[config.mk]
export PLATFORM = sky130hd
export DESIGN_NAME = forwarding_scoreboard
export DESIGN_NICKNAME = d
export VERILOG_FILES = /design/src/rtl/forwarding_scoreboard.sv
export SDC_FILE = /design/constraint.sdc
export NUM_CORES = 2
export LEC_CHECK = 0
export BUFFER_PORTS_ARGS = -buffer_cell sky130_fd_sc_hd__buf_2
export CELL_PAD_IN_SITES_DETAIL_PLACEMENT = 0
export CELL_PAD_IN_SITES_GLOBAL_PLACEMENT = 1
export CORE_ASPECT_RATIO = 0.9
export CORE_MARGIN = 8
export CORE_UTILIZATION = 30
export CTS_CLUSTER_DIAMETER = 50
export CTS_CLUSTER_SIZE = 8
export DETAILED_ROUTE_END_ITERATION = 12
export PLACE_DENSITY = 0.53
export SETUP_SLACK_MARGIN = 0.05
export SLEW_MARGIN = 20
export SYNTH_ARGS = -nofsm -noshare
export SYNTH_HDL_FRONTEND = slang
export SYNTH_SLANG_ARGS = --single-unit
[constraint.sdc]
create_clock -name clk -period 3.5 [get_ports clk]
set_clock_uncertainty 0.05 [all_clocks]
set_input_delay 0.35 -clock clk [delete_from_list [all_inputs] [get_ports clk]]
set_output_delay 0.35 -clock clk [all_outputs]
set_load 0.1 [all_outputs]
[src/rtl/forwarding_scoreboard.sv]
// Operand forwarding from NUM_WB writeback ports combined with a per-register
// scoreboard that stalls operands whose multi-cycle producer has not yet written back.
module forwarding_scoreboard #(
    parameter int NUM_SRC    = 2,
    parameter int NUM_WB     = 4,
    parameter int DATA_WIDTH = 32,
    parameter int ADDR_WIDTH = 5,
    parameter int LAT_WIDTH  = 4,
    parameter int PORT_WIDTH = 2
) (
    input  logic                             clk,
    input  logic                             reset,
    input  logic [NUM_SRC*ADDR_WIDTH-1:0]    src_addr,
    input  logic [NUM_SRC-1:0]               src_float,
    input  logic [NUM_SRC*DATA_WIDTH-1:0]    src_data,
    input  logic [NUM_WB-1:0]                wb_enable,
    input  logic [NUM_WB*ADDR_WIDTH-1:0]     wb_addr,
    input  logic [NUM_WB-1:0]                wb_float,
    input  logic [NUM_WB*DATA_WIDTH-1:0]     wb_data,
    input  logic                             issue_valid,
    input  logic [ADDR_WIDTH-1:0]            issue_addr,
    input  logic                             issue_float,
    input  logic [PORT_WIDTH-1:0]            issue_port,
    input  logic [LAT_WIDTH-1:0]             issue_latency,
    output logic [NUM_SRC*DATA_WIDTH-1:0]    fwd_data,
    output logic [NUM_SRC-1:0]               stall,
    output logic                             stall_any,
    output logic                             overrun
);

    // Entry index is {float, addr}; integer register 0 is index 0 and never tracked.
    localparam int IDX_W   = ADDR_WIDTH + 1;
    localparam int NUM_ENT = 2 ** IDX_W;

    logic [NUM_ENT-1:0]    r_busy;
    logic [NUM_ENT-1:0]    r_reported;
    logic [PORT_WIDTH-1:0] r_owner [NUM_ENT];
    logic [LAT_WIDTH-1:0]  r_count [NUM_ENT];
    logic                  r_overrun;

    logic [NUM_ENT-1:0]    w_clear;
    logic [NUM_ENT-1:0]    w_issue_hit;
    logic [NUM_ENT-1:0]    w_overrun_hit;
    logic [IDX_W-1:0]      w_issue_idx;
    logic                  w_issue_ok;

    assign w_issue_idx = {issue_float, issue_addr};
    assign w_issue_ok  = issue_valid && (issue_latency != {LAT_WIDTH{1'b0}})
                         && (w_issue_idx != {IDX_W{1'b0}});

    // One-hot issue target
    always_comb begin
        w_issue_hit              = {NUM_ENT{1'b0}};
        w_issue_hit[w_issue_idx] = w_issue_ok;
    end

    // Owner-port writeback detection per entry; only the owner clears a busy entry
    always_comb begin
        w_clear = {NUM_ENT{1'b0}};
        for (int e = 0; e < NUM_ENT; e++) begin
            for (int p = 0; p < NUM_WB; p++) begin
                w_clear[e] = w_clear[e]
                    | (r_busy[e] && (r_owner[e] == PORT_WIDTH'(p)) && wb_enable[p]
                       && ({wb_float[p], wb_addr[p*ADDR_WIDTH +: ADDR_WIDTH]} == IDX_W'(e)));
            end
        end
    end

    // Entries that expired without their writeback and have not yet been reported
    always_comb begin
        w_overrun_hit = {NUM_ENT{1'b0}};
        for (int e = 0; e < NUM_ENT; e++) begin
            w_overrun_hit[e] = r_busy[e] && (r_count[e] == {LAT_WIDTH{1'b0}})
                               && !w_clear[e] && !r_reported[e];
        end
    end

    // Scoreboard state: issue beats clear, countdown saturates at zero
    always_ff @(posedge clk) begin
        if (reset) begin
            r_busy     <= {NUM_ENT{1'b0}};
            r_reported <= {NUM_ENT{1'b0}};
            r_overrun  <= 1'b0;
            for (int e = 0; e < NUM_ENT; e++) begin
                r_owner[e] <= {PORT_WIDTH{1'b0}};
                r_count[e] <= {LAT_WIDTH{1'b0}};
            end
        end else begin
            r_overrun <= |w_overrun_hit;
            for (int e = 0; e < NUM_ENT; e++) begin
                if (w_issue_hit[e]) begin
                    r_busy[e]     <= 1'b1;
                    r_owner[e]    <= issue_port;
                    r_count[e]    <= issue_latency;
                    r_reported[e] <= 1'b0;
                end else if (w_clear[e]) begin
                    r_busy[e]     <= 1'b0;
                    r_count[e]    <= {LAT_WIDTH{1'b0}};
                    r_reported[e] <= 1'b0;
                end else if (r_busy[e]) begin
                    if (r_count[e] != {LAT_WIDTH{1'b0}}) begin
                        r_count[e] <= r_count[e] - LAT_WIDTH'(1);
                    end else begin
                        r_count[e] <= r_count[e];
                    end
                    r_reported[e] <= r_reported[e] | w_overrun_hit[e];
                end else begin
                    r_busy[e] <= 1'b0;
                end
            end
        end
    end

    for (genvar g = 0; g < NUM_SRC; g++) begin : g_lane
        logic [IDX_W-1:0]      w_idx;
        logic                  w_zero;
        logic [DATA_WIDTH-1:0] w_lane_fwd;

        assign w_idx  = {src_float[g], src_addr[g*ADDR_WIDTH +: ADDR_WIDTH]};
        assign w_zero = (w_idx == {IDX_W{1'b0}});

        // Walk ports from highest to lowest index so port 0 wins
        always_comb begin
            w_lane_fwd = src_data[g*DATA_WIDTH +: DATA_WIDTH];
            for (int p = NUM_WB - 1; p >= 0; p--) begin
                w_lane_fwd = (wb_enable[p] && !w_zero
                              && ({wb_float[p], wb_addr[p*ADDR_WIDTH +: ADDR_WIDTH]} == w_idx))
                             ? wb_data[p*DATA_WIDTH +: DATA_WIDTH] : w_lane_fwd;
            end
        end

        assign fwd_data[g*DATA_WIDTH +: DATA_WIDTH] = w_lane_fwd;
        assign stall[g] = !w_zero && r_busy[w_idx] && !w_clear[w_idx];
    end

    assign stall_any = |stall;
    assign overrun   = r_overrun;

endmodule

==> results.sh <==
export IMPL_synth_area_per_cell_sq_um=8.64
export IMPL_slew_headroom_pct=28.4
export IMPL_fillers=12300
export IMPL_ctsLongestPathBuffers=3
export IMPL_synthFlopType="edfxtp_1"
export IMPL_layout_drive_gt1_share_pct=24.3
export IMPL_hpwl_um=139000
export IMPL_dr_pass1_iters=5
export IMPL_design_area_sq_um=48800
export IMPL_rsz0062_at_grt="yes"
export IMPL_grtUsageTotal_pct=25.3
export IMPL_cts_sinks=513
export IMPL_die_area_sq_um=133000
export IMPL_synthDominantCellAreaShare_pct=31.6
export IMPL_synth_edf_count=384
export IMPL_yosysTopAreaCell="edfxtp_1"
export IMPL_synth_cells=4223
export IMPL_viasPerCell=5.49
export IMPL_die_x_um=384
export IMPL_setup_viol=3
export IMPL_r2r_start="r_owner[0][32]"
export IMPL_p_leak_nw=19.5
export IMPL_drc_errors=0
export IMPL_io_pins=315
export IMPL_power_mw=19.4
export IMPL_hold_path_class="in2reg"
export IMPL_gp_congestion=1.01
export IMPL_timing_final_hold_violations=0
export IMPL_slew_viol_final=0
export IMPL_drt_iter0_markers=3814
export IMPL_min_period_ps=4160
export IMPL_power_density_nw_per_um2=398
export IMPL_grt_ovfl_total=0
export IMPL_worstSetupStartpointType="flop"
export IMPL_ff2ff_setup_slack_ps=210
export IMPL_placed_cells=6462
export IMPL_synth_seq_cells=513
export IMPL_r2r_end="overrun"
export IMPL_clk_pin_slew_ps=50
export IMPL_initial_core_util_pct=30.2
export IMPL_cts_buffers=92
export IMPL_min_delay_path_depth=4
export IMPL_cts_root_buf="clkbuf_16"
export IMPL_min_from="issue_addr[4]"
export IMPL_fmax_mhz=241
export IMPL_synth_cell_type_count=98
export IMPL_cp_end_kind="primary output"
export IMPL_final_cells=6648
export IMPL_outcome="complete, but fails checks"
export IMPL_worst_ep_arrival_time_ps=3760
export IMPL_grt_pass1_wl_um=251000
export IMPL_cp_max_fo=2
export IMPL_via_count=36500
export IMPL_detail_route_wl_per_cell_um=26.4
export IMPL_grt_max_degree=65
export IMPL_dieHeight_um=347
export IMPL_worstPathRequired_ps=3100
export IMPL_clkLatencyLatePin_ps=700
export IMPL_rows=121
export IMPL_yosysSeqAreaShare_pct=38.7
export IMPL_path_class="reg2out"
export IMPL_grt_pass1_vias=35000
export IMPL_drv_cap=0
export IMPL_htreeDepth=3
export IMPL_tritoncts="built"
export IMPL_max_vdd_ir_drop_v=0.000411
export IMPL_worst_pin_slew_ps=1070
export IMPL_netlist_top_cells_area="edfxtp_1, nor2_1, dfxtp_1, ha_1, a21oi_1"
export IMPL_min_period_over_period_pct=119
export IMPL_finalSetupTns_ps=-1720
export IMPL_ys_warnings_count=0
export IMPL_finalWorstSetupSlack_ps=-655
export IMPL_coreArea_sq_um=121000
export IMPL_reg2reg_depth=10
export IMPL_ant_nets=0
export IMPL_wirelength_um=176000
export IMPL_synthArstFlopShare_pct=0
export IMPL_placed_cell_area_sq_um=45500
export IMPL_final_net_count=5339
export IMPL_antenna_found_initial=22
export IMPL_netlist_area_sq_um=36500
export IMPL_holdPathEnd="r_busy[41]"
export IMPL_violations="negative setup slack"
export IMPL_port_buffers=314
export IMPL_syn_to_final_growth_pct=33.8
export IMPL_final_util_pct=40.4
## timing repair
action                                  CTS  global route
endpoints found under the setup margin   35            44
hold buffers                              1             0
pin swaps                                17            14
endpoints found under the hold margin     3             0
gates resized for setup                  26            11
buffers inserted                          5             2
## worst max-delay path, stage by stage, from the launching register on
cell and delay (ps):
edfxtp_1 430, mux4_2 590, and2_1 210, buf_4 130, mux4_2 440, o211ai_1 300
a311oi_2 230, buf_4 220, o22ai_4 270, buf_12 220
## synthesized netlist by cell type (all sizes together) (92+ instances only)
cell type	count
nand2	310
clkbuf	175
nor2	775
dfxtp	129
a21oi	313
xor2	92
a22oi	186
inv	272
ha	128
nor3	162
nand3	156
edfxtp	384
## worst max path at each step
| stage | from | endpoint | slack, ps | depth (start not counted) |
|---|---|---|---|---|
| floorplan | src_addr[0] | fwd_data[12] | -130 | 8 |
| global placement | wb_addr[13] | stall_any | -720 | 12 |
| detailed placement | wb_addr[15] | stall_any | -670 | 14 |
| CTS | r_owner[1][60] | stall_any | -620 | 11 |
| global route | r_owner[1][60] | stall_any | -680 | 11 |
| finish | r_owner[1][12] | stall_any | -660 | 9 |
## cell type report
type	count	area (sq um)	area share (%)
antenna	9	22.5	0.0461
inverter	272	1020	2.09
clock inverter	29	390	0.800
clock buffer	141	2690	5.51
timing repair buffer	892	7490	15.3
tap	1599	2000	4.10
sequential	513	14100	28.9
multi-input combinational	3193	21100	43.2
## through the flow
stage / hold slack (ps) / setup WS (ps)
2_1_floorplan: 368 / -132
3_3_place_gp: 381 / -725
3_5_place_dp: 383 / -666
4_1_cts: 91.1 / -619
5_1_grt: 169 / -683
6_report: 157 / -655
## layout by cell type (no fill, tap or decap), drive strengths merged, types with 74 or more instances in the layout
cell      n
buf     891
nor2    775
edfxtp  384
a21oi   313
nand2   310
inv     275
a22oi   186
nor3    162
nand3   156
clkbuf  141
dfxtp   129
ha      128
xor2     92
xnor2    83
mux2i    83
nand2b   75
a211oi   74
## kinds of logic (layout without fill, tap and decap cells)
family          count (synthesis)  after routing  share of synthesized area, %
other cells                     1             11                        0.0103
compound gates                913            913                          16.7
mux                           135            135                          5.46
buf+inv                       518           1334                          5.68
fa+ha+maj                     128            128                          4.39
flops                         513            513                          38.7
xor+xnor                      175            175                          4.20
simple gates                 1840           1840                          24.8
## state kept, by name, summed over array words and instances, names as in the netlist
register,cells
r_count,256
overrun,1
r_owner,128
r_busy,64
r_reported,64
## routing by layer
metal  up-vias  wire length [um]  GRT usage (%)
met4        16              6870           9.07
met3       289             14000           5.54
met5         -                99              0
met1     17900             81500           36.2
li1      16900                 -              -
met2      1488             73100           37.4
## where the power goes
group	total, mW	leakage (nW)	switching, mW	internal (mW)
clock network	9.05	1.50	3.25	5.80
logic	3.32	13.1	2.08	1.24
registers	7.06	4.90	0.228	6.83
total	19.4	19.5	5.56	13.9
(Power assumes the default switching activity.)
